### config.mk
export PLATFORM = sky130hd
export DESIGN_NAME = core2axi_mo
export DESIGN_NICKNAME = d
export VERILOG_FILES = /design/src/rtl/core2axi_mo.sv
export SDC_FILE = /design/constraint.sdc
export NUM_CORES = 1
export LEC_CHECK = 0
export CAP_MARGIN = 10
export CORE_AREA = 2 2 147 149
export CTS_CLUSTER_SIZE = 24
export DETAILED_ROUTE_END_ITERATION = 16
export DIE_AREA = 0 0 149 151
export PLACE_DENSITY_LB_ADDON = 0.08
export REMOVE_ABC_BUFFERS = 1
export SLEW_MARGIN = 20
export SYNTH_ARGS = -nofsm -noshare
export SYNTH_HDL_FRONTEND = slang
export SYNTH_SLANG_ARGS = --single-unit
### constraint.sdc
create_clock -name clk_i -period 3.9 [get_ports clk_i]
set_input_delay 0.78 -clock clk_i [delete_from_list [all_inputs] [get_ports clk_i]]
set_output_delay 0.78 -clock clk_i [all_outputs]
set_load 0.005 [all_outputs]
### src/rtl/core2axi_mo.sv
// Bridge from the core's OBI-style data port to a single-beat AXI4 master.
// Multiple transactions of one type may be in flight; responses return in order.
module core2axi_mo #(
  parameter int unsigned AXI4_ADDRESS_WIDTH = 32,
  parameter int unsigned AXI4_DATA_WIDTH    = 32,
  parameter int unsigned AXI4_ID_WIDTH      = 4,
  parameter int unsigned AXI4_USER_WIDTH    = 10,
  parameter int unsigned MAX_OUTSTANDING    = 4
) (
  input  logic                          clk_i,
  input  logic                          rst_ni,
  input  logic                          data_req_i,
  output logic                          data_gnt_o,
  output logic                          data_rvalid_o,
  input  logic [31:0]                   data_addr_i,
  input  logic                          data_we_i,
  input  logic [3:0]                    data_be_i,
  input  logic [31:0]                   data_wdata_i,
  output logic [31:0]                   data_rdata_o,
  output logic                          data_err_o,
  output logic [AXI4_ID_WIDTH-1:0]      aw_id_o,
  output logic [AXI4_ADDRESS_WIDTH-1:0] aw_addr_o,
  output logic [7:0]                    aw_len_o,
  output logic [2:0]                    aw_size_o,
  output logic [1:0]                    aw_burst_o,
  output logic                          aw_lock_o,
  output logic [3:0]                    aw_cache_o,
  output logic [2:0]                    aw_prot_o,
  output logic [3:0]                    aw_region_o,
  output logic [AXI4_USER_WIDTH-1:0]    aw_user_o,
  output logic [3:0]                    aw_qos_o,
  output logic                          aw_valid_o,
  input  logic                          aw_ready_i,
  output logic [AXI4_DATA_WIDTH-1:0]    w_data_o,
  output logic [AXI4_DATA_WIDTH/8-1:0]  w_strb_o,
  output logic                          w_last_o,
  output logic [AXI4_USER_WIDTH-1:0]    w_user_o,
  output logic                          w_valid_o,
  input  logic                          w_ready_i,
  input  logic [AXI4_ID_WIDTH-1:0]      b_id_i,
  input  logic [1:0]                    b_resp_i,
  input  logic                          b_valid_i,
  input  logic [AXI4_USER_WIDTH-1:0]    b_user_i,
  output logic                          b_ready_o,
  output logic [AXI4_ID_WIDTH-1:0]      ar_id_o,
  output logic [AXI4_ADDRESS_WIDTH-1:0] ar_addr_o,
  output logic [7:0]                    ar_len_o,
  output logic [2:0]                    ar_size_o,
  output logic [1:0]                    ar_burst_o,
  output logic                          ar_lock_o,
  output logic [3:0]                    ar_cache_o,
  output logic [2:0]                    ar_prot_o,
  output logic [3:0]                    ar_region_o,
  output logic [AXI4_USER_WIDTH-1:0]    ar_user_o,
  output logic [3:0]                    ar_qos_o,
  output logic                          ar_valid_o,
  input  logic                          ar_ready_i,
  input  logic [AXI4_ID_WIDTH-1:0]      r_id_i,
  input  logic [AXI4_DATA_WIDTH-1:0]    r_data_i,
  input  logic [1:0]                    r_resp_i,
  input  logic                          r_last_i,
  input  logic [AXI4_USER_WIDTH-1:0]    r_user_i,
  input  logic                          r_valid_i,
  output logic                          r_ready_o
);

  localparam int unsigned LANES     = AXI4_DATA_WIDTH / 32;
  localparam int unsigned LANE_BITS = $clog2(LANES);
  localparam int unsigned LW        = (LANE_BITS > 0) ? LANE_BITS : 1;
  localparam int unsigned CW        = $clog2(MAX_OUTSTANDING + 1);
  localparam int unsigned PW        = (MAX_OUTSTANDING > 1) ? $clog2(MAX_OUTSTANDING) : 1;
  localparam int unsigned STRB_W    = AXI4_DATA_WIDTH / 8;

  if (!(AXI4_DATA_WIDTH == 32 || AXI4_DATA_WIDTH == 64 || AXI4_DATA_WIDTH == 128)) begin : g_bad_width
    $error("core2axi_mo: AXI4_DATA_WIDTH must be 32, 64 or 128");
  end
  if (MAX_OUTSTANDING < 1 || (MAX_OUTSTANDING & (MAX_OUTSTANDING - 1)) != 0) begin : g_bad_outstanding
    $error("core2axi_mo: MAX_OUTSTANDING must be a power of two");
  end

  typedef enum logic {READ = 1'b0, WRITE = 1'b1} mode_e;

  mode_e          mode_q, mode_d;
  logic [CW-1:0]  cnt_q, cnt_d;
  logic           aw_done_q, aw_done_d;
  logic           w_done_q, w_done_d;
  logic [LW-1:0]  lane_fifo_q [MAX_OUTSTANDING];
  logic [PW-1:0]  wr_ptr_q, rd_ptr_q;

  logic [LW-1:0]  lane;
  logic [LW-1:0]  lane_head;
  logic           eligible, aw_hs, w_hs, rd_gnt, wr_gnt, r_hs, b_hs;

  if (LANE_BITS > 0) begin : g_lane
    assign lane = data_addr_i[LANE_BITS+1:2];
  end else begin : g_no_lane
    assign lane = '0;
  end

  assign aw_id_o     = '0;
  assign aw_addr_o   = AXI4_ADDRESS_WIDTH'(data_addr_i);
  assign aw_len_o    = 8'd0;
  assign aw_size_o   = 3'b010;
  assign aw_burst_o  = 2'b01;
  assign aw_lock_o   = 1'b0;
  assign aw_cache_o  = 4'd0;
  assign aw_prot_o   = 3'd0;
  assign aw_region_o = 4'd0;
  assign aw_user_o   = '0;
  assign aw_qos_o    = 4'd0;
  assign ar_id_o     = '0;
  assign ar_addr_o   = AXI4_ADDRESS_WIDTH'(data_addr_i);
  assign ar_len_o    = 8'd0;
  assign ar_size_o   = 3'b010;
  assign ar_burst_o  = 2'b01;
  assign ar_lock_o   = 1'b0;
  assign ar_cache_o  = 4'd0;
  assign ar_prot_o   = 3'd0;
  assign ar_region_o = 4'd0;
  assign ar_user_o   = '0;
  assign ar_qos_o    = 4'd0;
  assign w_last_o    = 1'b1;
  assign w_user_o    = '0;
  assign w_data_o    = {LANES{data_wdata_i}};
  assign w_strb_o    = STRB_W'(data_be_i) << {lane, 2'b00};

  // A new request must match the type of what is already in flight.
  assign eligible   = data_req_i && (cnt_q < CW'(MAX_OUTSTANDING)) &&
                      ((cnt_q == '0) || (data_we_i == (mode_q == WRITE)));
  assign ar_valid_o = eligible & ~data_we_i;
  assign aw_valid_o = eligible & data_we_i & ~aw_done_q;
  assign w_valid_o  = eligible & data_we_i & ~w_done_q;

  assign aw_hs      = aw_valid_o & aw_ready_i;
  assign w_hs       = w_valid_o & w_ready_i;
  assign rd_gnt     = ar_valid_o & ar_ready_i;
  assign wr_gnt     = eligible & data_we_i & (aw_done_q | aw_hs) & (w_done_q | w_hs);
  assign data_gnt_o = rd_gnt | wr_gnt;

  assign r_ready_o     = (cnt_q != '0) && (mode_q == READ);
  assign b_ready_o     = (cnt_q != '0) && (mode_q == WRITE);
  assign r_hs          = r_valid_i & r_ready_o;
  assign b_hs          = b_valid_i & b_ready_o;
  assign data_rvalid_o = r_hs | b_hs;
  assign data_err_o    = (r_hs & r_resp_i[1]) | (b_hs & b_resp_i[1]);
  assign lane_head     = lane_fifo_q[rd_ptr_q];
  assign data_rdata_o  = r_data_i[{lane_head, 5'b00000} +: 32];

  always_comb begin
    cnt_d     = cnt_q;
    mode_d    = mode_q;
    aw_done_d = aw_done_q;
    w_done_d  = w_done_q;
    if (data_gnt_o && !data_rvalid_o) cnt_d = cnt_q + CW'(1);
    else if (!data_gnt_o && data_rvalid_o) cnt_d = cnt_q - CW'(1);
    if (data_gnt_o) mode_d = data_we_i ? WRITE : READ;
    if (wr_gnt) begin
      aw_done_d = 1'b0;
      w_done_d  = 1'b0;
    end else begin
      if (aw_hs) aw_done_d = 1'b1;
      if (w_hs)  w_done_d  = 1'b1;
    end
  end

  // Lane FIFO pushes on read grant and pops on read response; both may happen together.
  always_ff @(posedge clk_i or negedge rst_ni) begin
    if (!rst_ni) begin
      cnt_q     <= '0;
      mode_q    <= READ;
      aw_done_q <= 1'b0;
      w_done_q  <= 1'b0;
      wr_ptr_q  <= '0;
      rd_ptr_q  <= '0;
      for (int i = 0; i < int'(MAX_OUTSTANDING); i++) lane_fifo_q[i] <= '0;
    end else begin
      cnt_q     <= cnt_d;
      mode_q    <= mode_d;
      aw_done_q <= aw_done_d;
      w_done_q  <= w_done_d;
      if (rd_gnt) begin
        lane_fifo_q[wr_ptr_q] <= lane;
        wr_ptr_q <= (wr_ptr_q == PW'(MAX_OUTSTANDING - 1)) ? '0 : wr_ptr_q + PW'(1);
      end
      if (r_hs) begin
        rd_ptr_q <= (rd_ptr_q == PW'(MAX_OUTSTANDING - 1)) ? '0 : rd_ptr_q + PW'(1);
      end
    end
  end

  logic unused_inputs;
  assign unused_inputs = ^{b_id_i, b_user_i, r_id_i, r_user_i, r_last_i, r_resp_i[0], b_resp_i[0]};

endmodule

==> flow_metrics.tcl <==
set metrics [dict create \
    cts_resized 0 \
    cts_root_buf "clkbuf_16" \
    clock-sinks 14 \
    routed_wl_mm 13.4 \
    synth_area_per_cell_sq_um 8.56 \
    fin_setup_tns_ps 0 \
    synth_area_leader_cell "buf_4" \
    gp_congestion 0.756 \
    synth_xor_area_share_pct 1.00 \
    grt_pass1_vias 1323 \
    ff2ff_path_depth 9 \
    die_h_microns 151 \
    required_ps 3120 \
    syn_inst 306 \
    ys_seq_area_share_pct 13.4 \
    nets 436 \
    groute.usage.overall_pct 10.9 \
    floorplan.core_area_sq_um 20800 \
    worstSetupStartpointType "primary input" \
    ys_seq_elements 14 \
    finalCritPeriodShare_pct 85.9 \
    synthSimpleGateAreaFrac_pct 16.2 \
    synthMuxAreaShare_pct 3.01 \
    utilization_pct 13.0 \
    synth_area_sq_um 2620 \
    r2r-end "cnt_q[2]$_DFFE_PN0P_" \
    cts_tree "done" \
    max_freq_mhz 299 \
    slew_headroom_pct 29.0 \
    antenna_found_initial 0 \
    cts_buffers 3 \
    cts_setup_buffers 0 \
    path_class "in -> out" \
    rr_startpoint "cnt_q[0]$_DFFE_PN0P_" \
    synthDistinctLibCells 34 \
    clk_pin_slew_worst_paths_ps 40 \
    drtPass1Iterations 3 \
    grt_pass1_wl_mm 15.5 \
    hpwl_mm 12.4 \
    setup_violations 0 \
    grt_max_degree 33 \
    hold_viol_final 0 \
    start_util_pct 12.6 \
    area_growth_pct 3.63 \
    holdPathStages 1 \
    hold_end "lane_fifo_q[2]$_DFFE_PN0P_" \
    cts_htree_levels 1 \
    drc 0 \
    synth_top_family_by_area "buffers and inverters" \
    hp-start "lane_fifo_q[2]$_DFFE_PN0P_" \
    leakagePower_uw 0.00120 \
    std_cell_rows 53 \
    synth_warnings 0 \
    ioPinCount 379 \
    holdBufCountCts 0 \
    cts_buffer_depth 2 \
    vias 1499 \
    hp-class "reg -> reg" \
    clkLatencyLatePin_ps 240 \
    crit_path_end_kind "output port" \
    finalCriticalPeriod_ps 3350 \
    port_buffers 82 \
    fin_skew_ps 3.52 \
    critPathMaxFanout 4 \
    rsz0062_at_grt "false" \
    num_antenna_cells 0 \
    arrival_ps 2570 \
    die_area_sq_um 22500 \
    post_drt_wl_per_cell_microns 23.9 \
    status "completed" \
    peakVddDrop_mv 0.179 \
    drt_first_iter_violations 27 \
    dieWidth_microns 149 \
    finalMaxSlewViolations 0 \
    synth_top_area_share_pct 56.4 \
    reg2reg_slack_ps 1250 \
    synth-compound-area-share_pct 3.82 \
    globalRoute.totalOverflow 0 \
    viasPerCell 2.67 \
    worstMarginPinSlew_ps 1070 \
    power_density_nw_per_um2 337 \
    yosys-top-cells-area "buf_4 (56%), dfrtp_1 (13%), nor2b_2 (9.0%)" \
    synth_adder_area_share_pct 3.63 \
    layout-drive-gt1-share_pct 16.1 \
    drv_cap 0 \
    antenna_left 0 \
]
## placed cells by master (no fill, tap or decap), drive strengths merged
cell type      instances
a21boi                 4
nand2b                 1
conb                  97
and3b                  1
xor2                   2
clkbuf                 4
fa                     1
o2bb2ai                1
nor3                   1
nor2                   7
nor2b                 34
dfrtp                 14
mux2                   5
and4b                  1
nand3                  2
clkdlybuf4s50         82
inv                    4
xnor2                  1
ha                     6
and3                   1
buf                    1
or2                    2
nand3b                 1
a21o                   1
nand2                  2
a41oi                  2
o21ai                  2
o21bai                 1
a21oi                  3
mux4                   1
nand4b                 1
## critical path, cell delays in order
cell             delay, ps
clkdlybuf4s50_1        450
nor2b_2                150
nand3_1                160
o21ai_0                440
clkdlybuf4s50_1        590
## Yosys cell counts
master,instances
buf_4,197
nor2b_2,27
dfrtp_1,14
nor2_1,7
ha_1,6
mux2_2,5
a21boi_0,4
inv_1,4
nor2b_4,4
a21oi_1,3
buf_6,3
nor2b_1,3
a41oi_1,2
buf_2,2
conb_1,2
nand2_1,2
nand3_1,2
or2_2,2
xor2_1,2
a21o_1,1
and3_1,1
and3b_1,1
and4b_1,1
fa_1,1
mux4_2,1
nand2b_1,1
nand3b_1,1
nand4b_1,1
nor3_2,1
o21ai_0,1
o21ai_2,1
o21bai_1,1
o2bb2ai_1,1
xnor2_1,1
## worst max-delay path by stage
stage | start | end | slack [ps] | depth (start not counted)
after global routing | data_we_i | data_gnt_o | 460 | 4
after detailed placement | data_req_i | data_gnt_o | 560 | 5
final | data_req_i | data_gnt_o | 550 | 5
after global placement | data_req_i | data_gnt_o | 520 | 5
after CTS | data_req_i | data_gnt_o | 520 | 5
after floorplan | data_req_i | cnt_q[2]$_DFFE_PN0P_ | 1390 | 9
## area by class of cell
cell class / instances / area, sq um
Inverter: 4 / 15.0
Sequential cell: 14 / 350
Tap cell: 275 / 344
Timing Repair Buffer: 83 / 828
Clock buffer: 4 / 88.8
Multi-Input combinational cell: 181 / 1090
Fill cell: 2368 / 18100
## stage by stage
| stage | hold slack, ps | cell area (sq um) | setup slack, ps | instances | total power (uW) |
|---|---|---|---|---|---|
| 6_report | 541 | 2720 | 550 | 561 | 914 |
| 3_3_place_gp | 523 | 2630 | 518 | 557 | 724 |
| 4_1_cts | 545 | 2720 | 519 | 561 | 936 |
| 5_1_grt | 567 | 2720 | 455 | 561 | 1010 |
| 2_1_floorplan | 484 | 1450 | 1390 | 199 | 502 |
| 3_5_place_dp | 538 | 2630 | 557 | 557 | 715 |
## cells by family after synthesis
| family | after synthesis |
|---|---|
| other cells | 2 |
| xor+xnor | 3 |
| simple gates | 54 |
| compound gates | 14 |
| mux | 6 |
| fa+ha+maj | 7 |
| flops | 14 |
| buf+inv | 206 |
## state kept, by name (all words and copies together), names as in the netlist
name,cells
lane_fifo_q,4
rd_ptr_q,2
cnt_q,3
mode_q,1
w_done_q,1
aw_done_q,1
wr_ptr_q,2
## power by group
part	switching, uW	internal, uW
combinational	175	250
clock	55.0	155
sequential	78.3	200
total	308	606
## routing by layer
layer  wire length, microns  share of wire, %  up-vias  global-route usage, %
met3                   2900                22        0                   10.5
met5                      0                 0        -                   1.36
li1                       -                 -      616                      -
met1                   3160                24      655                   7.89
met4                      0                 0        0                  0.286
met2                   7360                55      228                   20.9
Power figures use the tool's default switching activity.
